[config.mk]
export PLATFORM = sky130hd
export DESIGN_NAME = alarm_controller
export DESIGN_NICKNAME = d
export VERILOG_FILES = /design/src/rtl/alarm_controller.sv
export SDC_FILE = /design/constraint.sdc
export NUM_CORES = 1
export LEC_CHECK = 0
export ABC_AREA = 1
export CAP_MARGIN = 20
export CELL_PAD_IN_SITES_DETAIL_PLACEMENT = 2
export CELL_PAD_IN_SITES_GLOBAL_PLACEMENT = 2
export CORE_ASPECT_RATIO = 1.25
export CORE_MARGIN = 2
export CORE_UTILIZATION = 33
export CTS_BUF_LIST = sky130_fd_sc_hd__clkbuf_16
export DETAILED_ROUTE_END_ITERATION = 8
export MAX_ROUTING_LAYER = met4
export PLACE_DENSITY_LB_ADDON = 0.1
export SETUP_SLACK_MARGIN = 0.05
export SYNTH_ARGS = -nofsm -noshare
export SYNTH_HDL_FRONTEND = slang
export SYNTH_SLANG_ARGS = --single-unit
export TNS_END_PERCENT = 30
[constraint.sdc]
create_clock -name clk_i -period 2.3 [get_ports clk_i]
set_input_delay 0.575 -clock clk_i [delete_from_list [all_inputs] [get_ports clk_i]]
set_output_delay 0.575 -clock clk_i [all_outputs]
set_load 0.02 [all_outputs]
[src/rtl/alarm_controller.sv]
// alarm_controller: alarm time storage, match detection and ring/snooze sequencing.
//
// Ports:
//   clk_i          system clock
//   reset_i        asynchronous, active-high reset
//   tick_1hz_i     one-cycle 1 Hz enable pulse (same pulse that steps the seconds counter)
//   cur_hr_i       current hour (0..23)
//   cur_min_i      current minute (0..59)
//   set_mode_i     alarm-set mode; btn_hr_i/btn_min_i only act while high
//   btn_hr_i       advance alarm hour (wraps 23 -> 0)
//   btn_min_i      advance alarm minute (wraps 59 -> 0, no carry into hour)
//   alarm_en_i     alarm armed switch
//   btn_snooze_i   snooze request pulse
//   btn_stop_i     stop request pulse
//   alarm_hr_o     stored alarm hour
//   alarm_min_o    stored alarm minute
//   state_o        00 idle, 01 armed, 10 ringing, 11 snooze
//   ringing_o      high while ringing
//   buzzer_o       beep pattern, toggles once per second while ringing
module alarm_controller #(
    parameter int unsigned RING_SECS   = 60,
    parameter int unsigned SNOOZE_SECS = 300,
    parameter int unsigned MAX_SNOOZE  = 3,
    parameter int unsigned HR_W        = 5,
    parameter int unsigned MIN_W       = 6
) (
    input  logic             clk_i,
    input  logic             reset_i,
    input  logic             tick_1hz_i,
    input  logic [HR_W-1:0]  cur_hr_i,
    input  logic [MIN_W-1:0] cur_min_i,
    input  logic             set_mode_i,
    input  logic             btn_hr_i,
    input  logic             btn_min_i,
    input  logic             alarm_en_i,
    input  logic             btn_snooze_i,
    input  logic             btn_stop_i,
    output logic [HR_W-1:0]  alarm_hr_o,
    output logic [MIN_W-1:0] alarm_min_o,
    output logic [1:0]       state_o,
    output logic             ringing_o,
    output logic             buzzer_o
);

    typedef enum logic [1:0] {
        StIdle    = 2'b00,
        StArmed   = 2'b01,
        StRinging = 2'b10,
        StSnooze  = 2'b11
    } state_e;

    localparam int unsigned RingW = $clog2(RING_SECS + 1);
    localparam int unsigned SnzW  = $clog2(SNOOZE_SECS + 1);
    // +2 keeps the counter at least one bit wide even when MAX_SNOOZE is 0.
    localparam int unsigned CntW  = $clog2(MAX_SNOOZE + 2);

    localparam logic [RingW-1:0] RingLast = RingW'(RING_SECS);
    localparam logic [SnzW-1:0]  SnzInit  = SnzW'(SNOOZE_SECS);
    localparam logic [SnzW-1:0]  SnzOne   = SnzW'(1);
    localparam logic [CntW-1:0]  CntMax   = CntW'(MAX_SNOOZE);
    localparam logic [HR_W-1:0]  HrMax    = HR_W'(23);
    localparam logic [MIN_W-1:0] MinMax   = MIN_W'(59);

    state_e           state_q, state_d;
    logic [HR_W-1:0]  alarm_hr_q, alarm_hr_d;
    logic [MIN_W-1:0] alarm_min_q, alarm_min_d;
    logic [RingW-1:0] ring_q, ring_d;
    logic [SnzW-1:0]  snz_q, snz_d;
    logic [CntW-1:0]  cnt_q, cnt_d;
    logic             match_q, match_d;
    logic             ringing_q, ringing_d;
    logic             buzzer_q, buzzer_d;
    logic             trigger;

    // Alarm time setting
    always_comb begin
        alarm_hr_d  = alarm_hr_q;
        alarm_min_d = alarm_min_q;
        if (set_mode_i && btn_hr_i) begin
            alarm_hr_d = (alarm_hr_q == HrMax) ? '0 : alarm_hr_q + HR_W'(1);
        end
        if (set_mode_i && btn_min_i) begin
            alarm_min_d = (alarm_min_q == MinMax) ? '0 : alarm_min_q + MIN_W'(1);
        end
    end

    // Rising edge of the time match starts an alarm event; holding the match does not retrigger.
    always_comb begin
        match_d = (cur_hr_i == alarm_hr_q) && (cur_min_i == alarm_min_q);
        trigger = match_d && !match_q && !set_mode_i;
    end

    // Next-state logic
    always_comb begin
        state_d = state_q;
        ring_d  = ring_q;
        snz_d   = snz_q;
        cnt_d   = cnt_q;
        if (!alarm_en_i) begin
            state_d = StIdle;
            ring_d  = '0;
            snz_d   = '0;
            cnt_d   = '0;
        end else if (set_mode_i && (state_q == StRinging || state_q == StSnooze)) begin
            state_d = StArmed;
        end else begin
            case (state_q)
                StIdle: begin
                    state_d = StArmed;
                end
                StArmed: begin
                    if (trigger) begin
                        state_d = StRinging;
                        ring_d  = '0;
                        cnt_d   = '0;
                    end
                end
                StRinging: begin
                    if (btn_stop_i) begin
                        state_d = StArmed;
                    end else if (btn_snooze_i && (cnt_q < CntMax)) begin
                        state_d = StSnooze;
                        snz_d   = SnzInit;
                        cnt_d   = cnt_q + CntW'(1);
                    end else if (tick_1hz_i) begin
                        ring_d = ring_q + RingW'(1);
                        if (ring_d == RingLast) begin
                            state_d = StArmed;
                        end
                    end
                end
                StSnooze: begin
                    if (btn_stop_i) begin
                        state_d = StArmed;
                    end else if (tick_1hz_i) begin
                        if (snz_q == SnzOne) begin
                            state_d = StRinging;
                            ring_d  = '0;
                        end
                        snz_d = snz_q - SnzW'(1);
                    end
                end
                default: state_d = StIdle;
            endcase
        end
    end

    // Outputs are registered from the next state so they line up with state_o.
    always_comb begin
        ringing_d = (state_d == StRinging);
        buzzer_d  = 1'b0;
        if (state_d == StRinging) begin
            if (state_q != StRinging) begin
                buzzer_d = 1'b1;
            end else if (tick_1hz_i) begin
                buzzer_d = !buzzer_q;
            end else begin
                buzzer_d = buzzer_q;
            end
        end
    end

    always_ff @(posedge clk_i or posedge reset_i) begin
        if (reset_i) begin
            state_q     <= StIdle;
            alarm_hr_q  <= '0;
            alarm_min_q <= '0;
            ring_q      <= '0;
            snz_q       <= '0;
            cnt_q       <= '0;
            match_q     <= 1'b0;
            ringing_q   <= 1'b0;
            buzzer_q    <= 1'b0;
        end else begin
            state_q     <= state_d;
            alarm_hr_q  <= alarm_hr_d;
            alarm_min_q <= alarm_min_d;
            ring_q      <= ring_d;
            snz_q       <= snz_d;
            cnt_q       <= cnt_d;
            match_q     <= match_d;
            ringing_q   <= ringing_d;
            buzzer_q    <= buzzer_d;
        end
    end

    assign alarm_hr_o  = alarm_hr_q;
    assign alarm_min_o = alarm_min_q;
    assign state_o     = state_q;
    assign ringing_o   = ringing_q;
    assign buzzer_o    = buzzer_q;

endmodule
# == Word-level counts from Yosys, hierarchy flattened ==
# Index checks and enable logic that the tools add are counted.
# totals
reg_bits,34
out_inout_bits,15
# classes
n_addsub,5
order_cmp,1
n_eq_ne,24
n_mux,39
n_reduce_logical,15
# op_table
operator,n
$mux W6,10
$mux W9,6
$mux W2,10
$ne A3 B3 Y1 const B,6
$pmux W6 S3,1
$pmux W9 S2,1
$mux W3,5
$add A6 B1 Y6 const B,2
$eq A6 B6 Y1 const B,2
$eq A9 B1 Y1 const B,1
$ne A3 B2 Y1 const B,3
$reduce_and A9 Y1,1
$sub A9 B1 Y9 const B,1
$pmux W2 S4,1
$logic_and A1 B1 Y1,7
$eq A2 B2 Y1 const B,3
$eq A6 B6 Y1,1
$ne A3 B1 Y1 const B,2
$pmux W3 S2,1
$reduce_and A6 Y1,1
$add A5 B1 Y5 const B,1
$eq A5 B5 Y1,1
$eq A5 B5 Y1 const B,1
$mux W5,1
10 further kinds,15

# == Longest topological paths before layout ==
# depth
ltp_word,11
depth_mapped,13
depth_no_buf,12

# == Worst setup path after synthesis ==
# No wires, ideal clock.
# synth_path
kind,input -> register
start,input cur_hr_i[0]
end,register cnt_q[0]
setup_time_ps,117
arrival_time_ps,1469
required_ps,2183
path_slack_ps,714
cell_stages,13
cell_sequence,inv_1 > nand2_1 > nand2_1 > nor2_1 > nand2_1 > nor2_1 > and2_1 > nand2_1 > nand3_2 > buf_6 > nand2_2 > nand2_1 > nand2_1
# synth_between
elab_chain_cells,6
# synth_lines
item,line,rtl
start: declaration,30,"input logic [HR_W-1:0] cur_hr_i,"
$eq A5 B5 Y1,89,match_d = (cur_hr_i == alarm_hr_q) && (cur_min_i == alarm_min_q);
$logic_and A1 B1 Y1,89,
named net match_d,70,"logic match_q, match_d;"
$logic_and A1 B1 Y1 (2 in a row),90,trigger = match_d && !match_q && !set_mode_i;
$ne A3 B3 Y1 (no source line),--,
$reduce_and A5 Y1 (no source line),--,
end signal: assignment,180,cnt_q <= cnt_d;
end: declaration,69,"logic [CntW-1:0] cnt_q, cnt_d;"
# The timed path passes the listed nets, and every way through them passes these cells.
# A chain may end at the register's enable or synchronous reset.

# == Final worst setup path ==
# layout_path
start,register state_q[1] (netlist: state_o[1])
end,output state_o[1]
# layout_rtl
item,line,rtl
start: declaration,64,"state_e state_q, state_d;"
start signal: assignment,165,state_q <= StIdle;
start signal: assignment,175,state_q <= state_d;
end: declaration,40,"output logic [1:0] state_o,"
# No word-level cell between the ends.

==> impl_metrics.tcl <==
set metrics [dict create \
    yosysMostFrequentCell "nand2_1" \
    cap_violations 0 \
    crit_family "buffers and inverters" \
    syn_area_per_cell_um2 7.340 \
    first_pass_iters 4 \
    rows 33 \
    period_minus_slack_ns 2.081 \
    grt_pass1_wl_mm 11.09 \
    hold_start "ring_q[5]$_DFFE_PP0P_" \
    area_growth_pct 31.76 \
    syn_inst 299 \
    seq_area_um2 850.8 \
    die_w_um 76.94 \
    numCtsBuffers 5 \
    pin_count 35 \
    core_um2 6482 \
    post-synth-top-area-fraction_pct 38.77 \
    multi_input_area_um2 1171 \
    syn_area_um2 2195 \
    worstRegToRegCells 9 \
    cp_num_buf_inv 1 \
    antenna_left 0 \
    vias_per_cell 4.964 \
    tightest_slew_ns 0.5812 \
    nets 377 \
    cts_setup_buffers 0 \
    slowest_delay_ns 0.68 \
    fillers 781 \
    dpl-instance-area_um2 2719 \
    yosysSeqAreaShare_pct 38.77 \
    reg2reg_to "ring_q[1]$_DFFE_PP0P_" \
    drive_above_1_share_pct 12.78 \
    wirelength_mm 6.588 \
    cp.required_ns 1.73 \
    period_share_pct 90.48 \
    rsz0062_at_grt "no" \
    grt-busiest-layer "met2" \
    drv_slew 0 \
    dieArea_um2 7323 \
    start_util_pct 33.85 \
    critPathSlowestCell "clkdlybuf4s50_1" \
    cts_max_level 2 \
    max_freq_ghz 0.4805 \
    leakagePower_nw 1.401 \
    synth_warnings 0 \
    cp_max_fo 8 \
    hold_viol 0 \
    slew_headroom_pct 60.89 \
    clk_pin_slew_ns 0.06 \
    final_area_um2 2892 \
    crit_arrival_ns 1.51 \
    p_total_mw 2.325 \
    crit_type "reg2out" \
    diodes 0 \
    startpoint_type "flip-flop" \
    antenna_found_initial 0 \
    reg2reg_slack_ns 0.47 \
    cts_tree "built" \
    hold_depth 2 \
    use_met1_pct 22.12 \
    num_vias 2179 \
    synth_edf_count 0 \
    ys_types 34 \
    finalSetupTns_ns 0 \
    first_iter_violations 55 \
    holdPathEnd "ring_q[5]$_DFFE_PP0P_" \
    synth_area_leader_cell "dfrtp_1" \
    end_kind "primary output" \
    place_ws_ns -0.07347 \
    vdd_ir_drop_max_v 0.0004352 \
    drc 0 \
    track_usage_pct 19.80 \
    cts-root-buf "clkbuf_16" \
    ys_async_sr_fraction_pct 100.0 \
    p_per_area_nw_per_um2 803.9 \
    die_h_um 95.18 \
    synth_ff_type "dfrtp_1" \
    io_buffers 34 \
    synth.area.top_cells "dfrtp_1 39%, nand2_1 13%, inv_1 6.0%, nor2_1 6.0%, nand3_1 4.3%" \
    worstReg2RegStart "snz_q[1]$_DFFE_PP0P_" \
    cts.sink_count 34 \
    finalClockSkew_ns 0.002078 \
    setup_violations 0 \
    grt_overflow 0 \
    status "complete, no violations" \
    crit_chain "clkdlybuf4s50_1" \
    use_met3_pct 2.936 \
    clockBufferDepth 2 \
    gp_congestion 0.7842 \
    dp_hpwl_mm 5.080 \
    ys_ff_latch 34 \
    grt_pass1_vias 2292 \
    insertion_delay_ns 0.28 \
    hp-class "reg2reg" \
    ys_top_cells_by_count "76 x nand2_1, 35 x inv_1, 35 x nor2_1" \
    wl_per_cell_um 15.01 \
    use_met2_pct 36.26 \
    grt_max_degree 35 \
    syn-num-nets 325 \
    setup_ws_ns 0.2189 \
]
## registers in the layout, indices dropped and copies added, names as in the netlist
signal,flops
ringing_o,1
match_q,1
cnt_q,3
alarm_min_o,6
alarm_hr_o,5
state_o,2
buzzer_o,1
snz_q,9
ring_q,6
## area by class of cell
type	instances	area share [%]
Sequential cell	34	29.42
Timing Repair Buffer	48	15.40
Clock buffer	5	4.327
Inverter	40	5.193
Multi-Input combinational cell	222	40.50
Tap cell	87	3.765
Clock inverter	3	1.385
## cell families after synthesis
group                    count (synthesis)  synth area share (%)
adder cells (fa/ha/maj)                  6                 3.421
buffers and inverters                   43                 8.210
flip-flops                              34                 38.77
XOR/XNOR                                12                 4.789
AO/OA/AOI/OAI                           36                 9.635
AND/OR/NAND/NOR                        168                 35.18
## metrics by stage
step | std cells | hold WS [ns] | util (%)
4_1_cts | 439 | 0.5389 | 44.49
2_1_floorplan | 299 | 0.4571 | -
5_1_grt | 439 | 0.5623 | 44.61
3_5_place_dp | 431 | 0.5151 | 41.94
6_report | 439 | 0.5401 | 44.61
3_3_place_gp | 431 | 0.5053 | 41.94
## layer usage
layer  up-vias  share of wire (%)
met5         -                  0
met4         0                1.8
met3         8                2.3
met2        29                 54
met1      1072                 42
li1       1070                  -
## worst max-delay path by stage
| stage | cells after the start | endpoint | startpoint |
|---|---|---|---|
| 3_5_place_dp | 13 | ring_q[1]$_DFFE_PP0P_ | cur_hr_i[0] |
| 5_1_grt | 13 | ring_q[5]$_DFFE_PP0P_ | cur_hr_i[0] |
| 2_1_floorplan | 13 | cnt_q[0]$_DFFE_PP0P_ | cur_hr_i[0] |
| 6_report | 1 | state_o[1] | state_o[1]$_DFF_PP0_ |
| 4_1_cts | 13 | cnt_q[2]$_DFFE_PP0P_ | cur_hr_i[0] |
| 3_3_place_gp | 7 | cnt_q[1]$_DFFE_PP0P_ | alarm_en_i |
## power by group
part / internal, mW / switching [mW]
Combinational: 0.328 / 0.389
Sequential: 0.691 / 0.140
Clock: 0.507 / 0.269
Total: 1.53 / 0.798
## layout by cell type, fill, tap and decap left out, types with 2 or more instances in the layout
| master | n |
|---|---|
| xnor2_1 | 7 |
| nand2_1 | 76 |
| nand2_2 | 3 |
| ha_1 | 6 |
| clkbuf_16 | 5 |
| o21ai_0 | 14 |
| dfrtp_1 | 34 |
| buf_4 | 14 |
| clkinv_2 | 2 |
| nand2_4 | 2 |
| nand3_1 | 19 |
| o22ai_1 | 2 |
| inv_2 | 5 |
| o21ai_2 | 5 |
| nor2_1 | 35 |
| nor4_1 | 2 |
| nand3b_1 | 2 |
| a21oi_1 | 8 |
| nor2_4 | 2 |
| o21ai_1 | 3 |
| nand4_1 | 5 |
| xor2_1 | 5 |
| clkdlybuf4s50_1 | 34 |
| inv_1 | 35 |
| nor3_1 | 15 |
## repair_timing
action	CTS	global route
hold buffers	0	0
resized for setup	0	1
setup endpoints to repair	0	3
(Power assumes the default switching activity.)
